<file path="src/rtl/rdata3_fetch_ctrl_if.sv">
// AXI read-address/read-data channels plus the prefetch FIFO write port of the
// rdata3 frame fetch controller, with master (controller) and slave (fabric/FIFO) views.
interface rdata3_fetch_ctrl_if #(
  parameter int ADDR_W = 28,
  parameter int DATA_W = 16
);
  logic [ADDR_W-1:0] araddr;
  logic [7:0]        arlen;
  logic              arvalid;
  logic              arready;

  logic [DATA_W-1:0] rdata;
  logic              rvalid;
  logic              rlast;
  logic [1:0]        rresp;
  logic              rready;

  logic              fifo_wr_en;
  logic [DATA_W-1:0] fifo_wr_data;
  logic              fifo_wr_vld;

  modport master (
    output araddr, arlen, arvalid, rready, fifo_wr_en, fifo_wr_data,
    input  arready, rdata, rvalid, rlast, rresp, fifo_wr_vld
  );

  modport slave (
    input  araddr, arlen, arvalid, rready, fifo_wr_en, fifo_wr_data,
    output arready, rdata, rvalid, rlast, rresp, fifo_wr_vld
  );
endinterface

</file>
<file path="src/rtl/rdata3_fetch_ctrl.sv">
// Frame fetch controller: splits a frame into AXI read bursts (one outstanding) and
// streams beats into the prefetch FIFO. Define RDATA3_FETCH_ERR_EN to add the sticky rd_err output.
module rdata3_fetch_ctrl #(
  parameter int ADDR_W    = 28,
  parameter int DATA_W    = 16,
  parameter int BURST_LEN = 16
) (
  input  logic                clk,
  input  logic                rst_n,
  input  logic                frame_start,
  input  logic [ADDR_W-1:0]   base_addr,
  input  logic [23:0]         frame_beats,
  output logic                busy,
  output logic                frame_done,
`ifdef RDATA3_FETCH_ERR_EN
  output logic                rd_err,
`endif
  rdata3_fetch_ctrl_if.master bus
);

  localparam logic [ADDR_W-1:0] BURST_BYTES = ADDR_W'(BURST_LEN * DATA_W / 8);
  localparam logic [23:0]       BURST_LEN_W = 24'(BURST_LEN);
  localparam logic [7:0]        ARLEN_MAX   = 8'(BURST_LEN - 1);

  typedef enum logic [1:0] {IDLE, ADDR, DATA, DONE} state_t;

  state_t            state_reg, state_next;
  logic [ADDR_W-1:0] araddr_reg;
  logic [7:0]        arlen_reg;
  logic [23:0]       remaining_reg;
  logic [23:0]       remaining_dec;
  logic              start_acc;
  logic              beat_acc;
  logic              last_beat;
  logic              burst_end;
  logic              arvalid_c;
  logic              rready_c;

  // arlen for the next burst: full bursts until the tail, then the remainder.
  function automatic logic [7:0] burst_len_m1(input logic [23:0] beats);
    return (beats >= BURST_LEN_W) ? ARLEN_MAX : 8'(beats - 24'd1);
  endfunction

  assign start_acc     = (state_reg == IDLE) && frame_start;
  assign beat_acc      = (state_reg == DATA) && bus.fifo_wr_vld && bus.rvalid;
  assign remaining_dec = remaining_reg - 24'd1;
  // Frame end follows the beat count only; rlast merely closes a burst early or on time.
  assign last_beat     = beat_acc && (remaining_reg == 24'd1);
  assign burst_end     = beat_acc && bus.rlast && !last_beat;

  always_ff @(posedge clk or negedge rst_n) begin
    if (!rst_n) begin
      state_reg <= IDLE;
    end else begin
      state_reg <= state_next;
    end
  end

  always_comb begin
    state_next = state_reg;
    arvalid_c  = 1'b0;
    rready_c   = 1'b0;
    busy       = 1'b0;
    frame_done = 1'b0;
    case (state_reg)
      IDLE: begin
        if (frame_start) begin
          state_next = (frame_beats != 24'd0) ? ADDR : DONE;
        end
      end
      ADDR: begin
        busy      = 1'b1;
        arvalid_c = 1'b1;
        if (bus.arready) begin
          state_next = DATA;
        end
      end
      DATA: begin
        busy     = 1'b1;
        rready_c = bus.fifo_wr_vld;
        if (last_beat) begin
          state_next = DONE;
        end else if (burst_end) begin
          state_next = ADDR;
        end
      end
      DONE: begin
        frame_done = 1'b1;
        state_next = IDLE;
      end
      default: state_next = IDLE;
    endcase
  end

  // Address and length registers only move in IDLE (load) and on a burst boundary,
  // so they stay stable for the whole time arvalid is up.
  always_ff @(posedge clk or negedge rst_n) begin
    if (!rst_n) begin
      araddr_reg    <= '0;
      arlen_reg     <= '0;
      remaining_reg <= '0;
    end else if (start_acc) begin
      remaining_reg <= frame_beats;
      if (frame_beats != 24'd0) begin
        araddr_reg <= base_addr;
        arlen_reg  <= burst_len_m1(frame_beats);
      end
    end else if (beat_acc) begin
      remaining_reg <= remaining_dec;
      if (burst_end) begin
        araddr_reg <= araddr_reg + BURST_BYTES;
        arlen_reg  <= burst_len_m1(remaining_dec);
      end
    end
  end

`ifdef RDATA3_FETCH_ERR_EN
  logic rd_err_reg;

  always_ff @(posedge clk or negedge rst_n) begin
    if (!rst_n) begin
      rd_err_reg <= 1'b0;
    end else if (start_acc) begin
      rd_err_reg <= 1'b0;
    end else if (beat_acc && (bus.rresp != 2'b00)) begin
      rd_err_reg <= 1'b1;
    end
  end

  assign rd_err = rd_err_reg;
`else
  logic rresp_unused;
  assign rresp_unused = ^bus.rresp;
`endif

  assign bus.araddr       = araddr_reg;
  assign bus.arlen        = arlen_reg;
  assign bus.arvalid      = arvalid_c;
  assign bus.rready       = rready_c;
  assign bus.fifo_wr_en   = beat_acc;
  assign bus.fifo_wr_data = bus.rdata;

endmodule

</file>
<file path="src/flat_wrapper.sv">
// flat-port wrapper written by rule: the top's interface ports become plain ports
module rdata3_fetch_ctrl_flat 
#(
  parameter int ADDR_W    = 28,
  parameter int DATA_W    = 16,
  parameter int BURST_LEN = 16
)
  (clk, rst_n, frame_start, base_addr, frame_beats, busy, frame_done, bus_araddr, bus_arlen, bus_arvalid, bus_rready, bus_fifo_wr_en, bus_fifo_wr_data, bus_arready, bus_rdata, bus_rvalid, bus_rlast, bus_rresp, bus_fifo_wr_vld);
  rdata3_fetch_ctrl_if #(.ADDR_W(ADDR_W), .DATA_W(DATA_W)) bus_i ();
  input  logic clk;
  input  logic rst_n;
  input  logic frame_start;
  input  logic [ADDR_W-1:0] base_addr;
  input  logic [23:0] frame_beats;
  output logic busy;
  output logic frame_done;
  output wire logic [$bits(bus_i.araddr)-1:0] bus_araddr;
  output wire logic [$bits(bus_i.arlen)-1:0] bus_arlen;
  output wire logic [$bits(bus_i.arvalid)-1:0] bus_arvalid;
  output wire logic [$bits(bus_i.rready)-1:0] bus_rready;
  output wire logic [$bits(bus_i.fifo_wr_en)-1:0] bus_fifo_wr_en;
  output wire logic [$bits(bus_i.fifo_wr_data)-1:0] bus_fifo_wr_data;
  input wire logic [$bits(bus_i.arready)-1:0] bus_arready;
  input wire logic [$bits(bus_i.rdata)-1:0] bus_rdata;
  input wire logic [$bits(bus_i.rvalid)-1:0] bus_rvalid;
  input wire logic [$bits(bus_i.rlast)-1:0] bus_rlast;
  input wire logic [$bits(bus_i.rresp)-1:0] bus_rresp;
  input wire logic [$bits(bus_i.fifo_wr_vld)-1:0] bus_fifo_wr_vld;
  assign bus_araddr = bus_i.araddr;
  assign bus_arlen = bus_i.arlen;
  assign bus_arvalid = bus_i.arvalid;
  assign bus_rready = bus_i.rready;
  assign bus_fifo_wr_en = bus_i.fifo_wr_en;
  assign bus_fifo_wr_data = bus_i.fifo_wr_data;
  assign bus_i.arready = bus_arready;
  assign bus_i.rdata = bus_rdata;
  assign bus_i.rvalid = bus_rvalid;
  assign bus_i.rlast = bus_rlast;
  assign bus_i.rresp = bus_rresp;
  assign bus_i.fifo_wr_vld = bus_fifo_wr_vld;
  rdata3_fetch_ctrl #(.ADDR_W(ADDR_W), .DATA_W(DATA_W), .BURST_LEN(BURST_LEN)) u_core (.clk(clk), .rst_n(rst_n), .frame_start(frame_start), .base_addr(base_addr), .frame_beats(frame_beats), .busy(busy), .frame_done(frame_done), .bus(bus_i));
endmodule
</file>
<file path="config.mk">
export PLATFORM = sky130hd
export DESIGN_NAME = rdata3_fetch_ctrl_flat
export DESIGN_NICKNAME = d
export VERILOG_FILES = /design/src/rtl/rdata3_fetch_ctrl_if.sv /design/src/rtl/rdata3_fetch_ctrl.sv /design/src/flat_wrapper.sv
export SDC_FILE = /design/constraint.sdc
export NUM_CORES = 1
export LEC_CHECK = 0
export BUFFER_PORTS_ARGS = -buffer_cell sky130_fd_sc_hd__buf_4
export CELL_PAD_IN_SITES_DETAIL_PLACEMENT = 1
export CELL_PAD_IN_SITES_GLOBAL_PLACEMENT = 1
export CORE_MARGIN = 2
export CORE_UTILIZATION = 34
export CTS_BUF_LIST = sky130_fd_sc_hd__clkbuf_4 sky130_fd_sc_hd__clkbuf_8 sky130_fd_sc_hd__clkbuf_16
export DETAILED_ROUTE_END_ITERATION = 8
export PLACE_DENSITY_LB_ADDON = 0.1
export SLEW_MARGIN = 15
export SYNTH_ARGS = -nofsm -noshare
export SYNTH_HDL_FRONTEND = slang
export SYNTH_SLANG_ARGS = --single-unit
export TNS_END_PERCENT = 100
</file>
<file path="constraint.sdc">
create_clock -name clk -period 2.2 [get_ports clk]
set_input_delay 0 -clock clk [delete_from_list [all_inputs] [get_ports clk]]
set_output_delay 0 -clock clk [all_outputs]
set_load 0.02 [all_outputs]
</file>
==> flow_summary.json <==
{
  "status": "finished, violations left",
  "violations": "negative setup slack",
  "grt_pass1_wl_mm": 23.1,
  "grt_overflow": 0,
  "ant_nets": 0,
  "num_io_pins": 134,
  "crit_type": "reg2reg",
  "dp_hpwl_mm": 10.1,
  "synth_edf_count": 0,
  "fillers": 1380,
  "post-place-ws_ns": -0.262,
  "drtPass1Iterations": 4,
  "fin_ws_ns": -0.0483,
  "die_area_mm2": 0.0130,
  "hold_violations": 0,
  "rsz0062_at_grt": "true",
  "core_mm2": 0.0119,
  "multi_input_area_mm2": 0.00246,
  "portBuffers": 99,
  "required_ns": 2.42,
  "syn_area_mm2": 0.00412,
  "netlist_instances": 474,
  "numCtsBuffers": 9,
  "cts_root_buf": "clkbuf_16",
  "final_nets": 758,
  "grt_usage_pct": 22.6,
  "via_per_inst": 5.24,
  "placementRows": 40,
  "ys.warnings.count": 0,
  "cts_htree_levels": 3,
  "synthArstFlopShare_pct": 100,
  "largest_reg_flops": 28,
  "n_antenna_cell": 0,
  "end_kind": "register",
  "hold_class": "in2out",
  "synth_cell_types": 66,
  "first_iter_violations": 213,
  "die_h_um": 114,
  "syn_avg_cell_area_um2": 8.68,
  "synth_seq_cells": 62,
  "worstSkewPairLatency_ns": 0.33,
  "drive_gt1_share_pct": 38.1,
  "cts.sinks": 62,
  "tightest_slew_ns": 0.857,
  "drt-total-wl_mm": 14.6,
  "grt_pass1_vias": 4513,
  "path_clk_slew_ns": 0.05,
  "crit_arrival_ns": 2.46,
  "power_density_mw_per_mm2": 1340,
  "startpoint_type": "register",
  "slew_violations": 0,
  "vias": 4306,
  "tritoncts": "yes",
  "die_w_um": 114,
  "grt_max_degree": 63,
  "max_freq_mhz": 445,
  "wl_per_cell_um": 17.8,
  "final_area_mm2": 0.00647,
  "crit_fanout": 8,
  "finClkSkew_ns": 0.00722,
  "peakVddDrop_uv": 497,
  "max_cap_violations": 0,
  "syn-num-nets": 563,
  "rr_worst_depth": 6,
  "post-route-drc-count": 0,
  "cts.path.max_buffers": 2,
  "ys_seq_area_share_pct": 37.7,
  "area_growth_pct": 57.1,
  "hold_ws_ns": 0.00000776,
  "p_leak_nw": 2.79,
  "gp_congestion": 0.874,
  "initial_utilization_pct": 34.6,
  "regArea_mm2": 0.00155,
  "period_needed_ns": 2.25,
  "finalSetupViolCount": 6,
  "slew_headroom_pct": 42.9,
  "finalCritPeriodShare_pct": 102,
  "ys.flop_type": "dfrtp_1",
  "finalPower_mw": 8.65,
  "hold_path_depth": 0,
  "setup_tns_ns": -0.128,
  "placed_cell_area_mm2": 0.00532,
  "antenna_found_initial": 0
}
## cell type report
cell class,instances,area share (%)
multi-input combinational,357,38.0
inverter,14,0.851
timing repair buffer,225,28.8
clock buffer,13,4.14
clock inverter,3,1.39
sequential,62,24.0
tap,147,2.84
## critical path, cell delays in order, from the launching register on
cell      delay, ns
dfrtp_1        0.40
or4_4          0.53
or3_4          0.35
o21a_1         0.18
a211oi_2       0.22
nand4_4        0.19
o221a_1        0.25
## cells in the mapped netlist (2+ instances only)
cell	number	area (µm²)
o221a_1	2	22.5
nor3_1	11	55.1
a31oi_1	2	12.5
a21oi_1	44	220
mux2i_1	2	20.0
xor2_1	12	105
nor4_1	11	68.8
nand3b_1	3	22.5
nand4_1	6	37.5
nand4_2	2	25.0
o21ai_0	48	240
mux2_2	7	78.8
o31ai_1	2	15.0
or3_1	3	18.8
o2bb2ai_1	4	35.0
dfrtp_1	62	1550
o22ai_1	9	56.3
buf_4	16	120
nand2_1	66	248
clkbuf_1	17	63.8
xnor2_1	22	193
or2_2	4	25.0
inv_1	13	48.8
a41o_1	3	30.0
buf_6	5	56.3
o21a_1	5	37.5
and2_1	3	18.8
buf_2	2	10.0
nand4b_1	3	26.3
ha_1	12	150
o32ai_1	2	17.5
nand3_1	15	75.1
and3_1	4	25.0
nor2_1	20	75.1
## path summary, 6_finish.rpt
path	endpoint	slack (ns)	startpoint
min reg2reg	u_core.bus.arlen[7]	0.51	u_core.bus.arlen[7]
min	bus_fifo_wr_data[1]	0.000008	bus_rdata[1]
max	u_core.bus.arlen[0]	-0.05	u_core.remaining_reg[15]
max reg2reg	u_core.bus.arlen[0]	-0.05	u_core.remaining_reg[15]
max in group asynchronous	u_core.remaining_reg[2]	1.32	rst_n
min in group asynchronous	u_core.bus.araddr[23]	0.30	rst_n
## logic make-up (layout without fill, tap and decap cells)
group | Yosys count | after routing | synth area share, %
simple gates | 166 | 166 | 21.0
compound gates | 135 | 135 | 20.1
flops | 62 | 62 | 37.7
buf+inv | 55 | 255 | 7.69
xor+xnor | 34 | 34 | 7.23
fa+ha+maj | 13 | 13 | 3.89
mux | 9 | 9 | 2.40
## report_power, final
group          switching, mW  internal [mW]
registers              0.520           1.63
logic                   2.50           2.27
clock network          0.533           1.19
## what timing repair did
| item | CTS | global route |
|---|---|---|
| hold buffers | 43 | 1 |
| gates cloned | 1 | 1 |
| setup buffers | 7 | 7 |
| pin swaps | 12 | 7 |
| endpoints found under the setup margin | 39 | 47 |
| gates resized for setup | 12 | 31 |
| endpoints found under the hold margin | 105 | 1 |
## layer usage
metal	track usage, %	wire (µm)	share of wire, %	up-vias
met5	0	0	0	-
met4	7.24	176	1.2	0
met3	3.40	480	3.3	11
met2	40.2	7630	52	95
met1	28.0	6340	43	2131
li1	-	-	-	2069
## cells in the final DEF, fill, tap and decap left out, types with 3 or more instances in the layout
cell type and instances:
nor3_1 11, dlygate4sd3_1 44, inv_2 3, nor2_2 4
o22ai_1 9, mux2_2 7, o2bb2ai_1 3, nor4_2 3
xnor2_1 22, nand3_1 15, or2_2 4, a21oi_1 34
o21a_1 5, buf_4 176, o21ai_1 3, ha_1 10
and3_1 4, bufinv_16 3, nand4_1 6, clkbuf_16 10
a41o_1 3, o21ai_0 46, a21oi_2 10, xor2_1 12
nor2_1 16, nand3b_1 3, nor4_4 3, nand2_1 65
nand4b_1 3, nor4_1 7, inv_1 10, or3_1 3
dfrtp_1 62
## per-stage QoR
step                      instances  utilization, %
after detailed placement        745            44.7
final                           821            54.3
after floorplan                 474               -
after global placement          745            44.7
after CTS                       812            52.5
after global routing            821            54.3
Power figures use the tool's default switching activity.
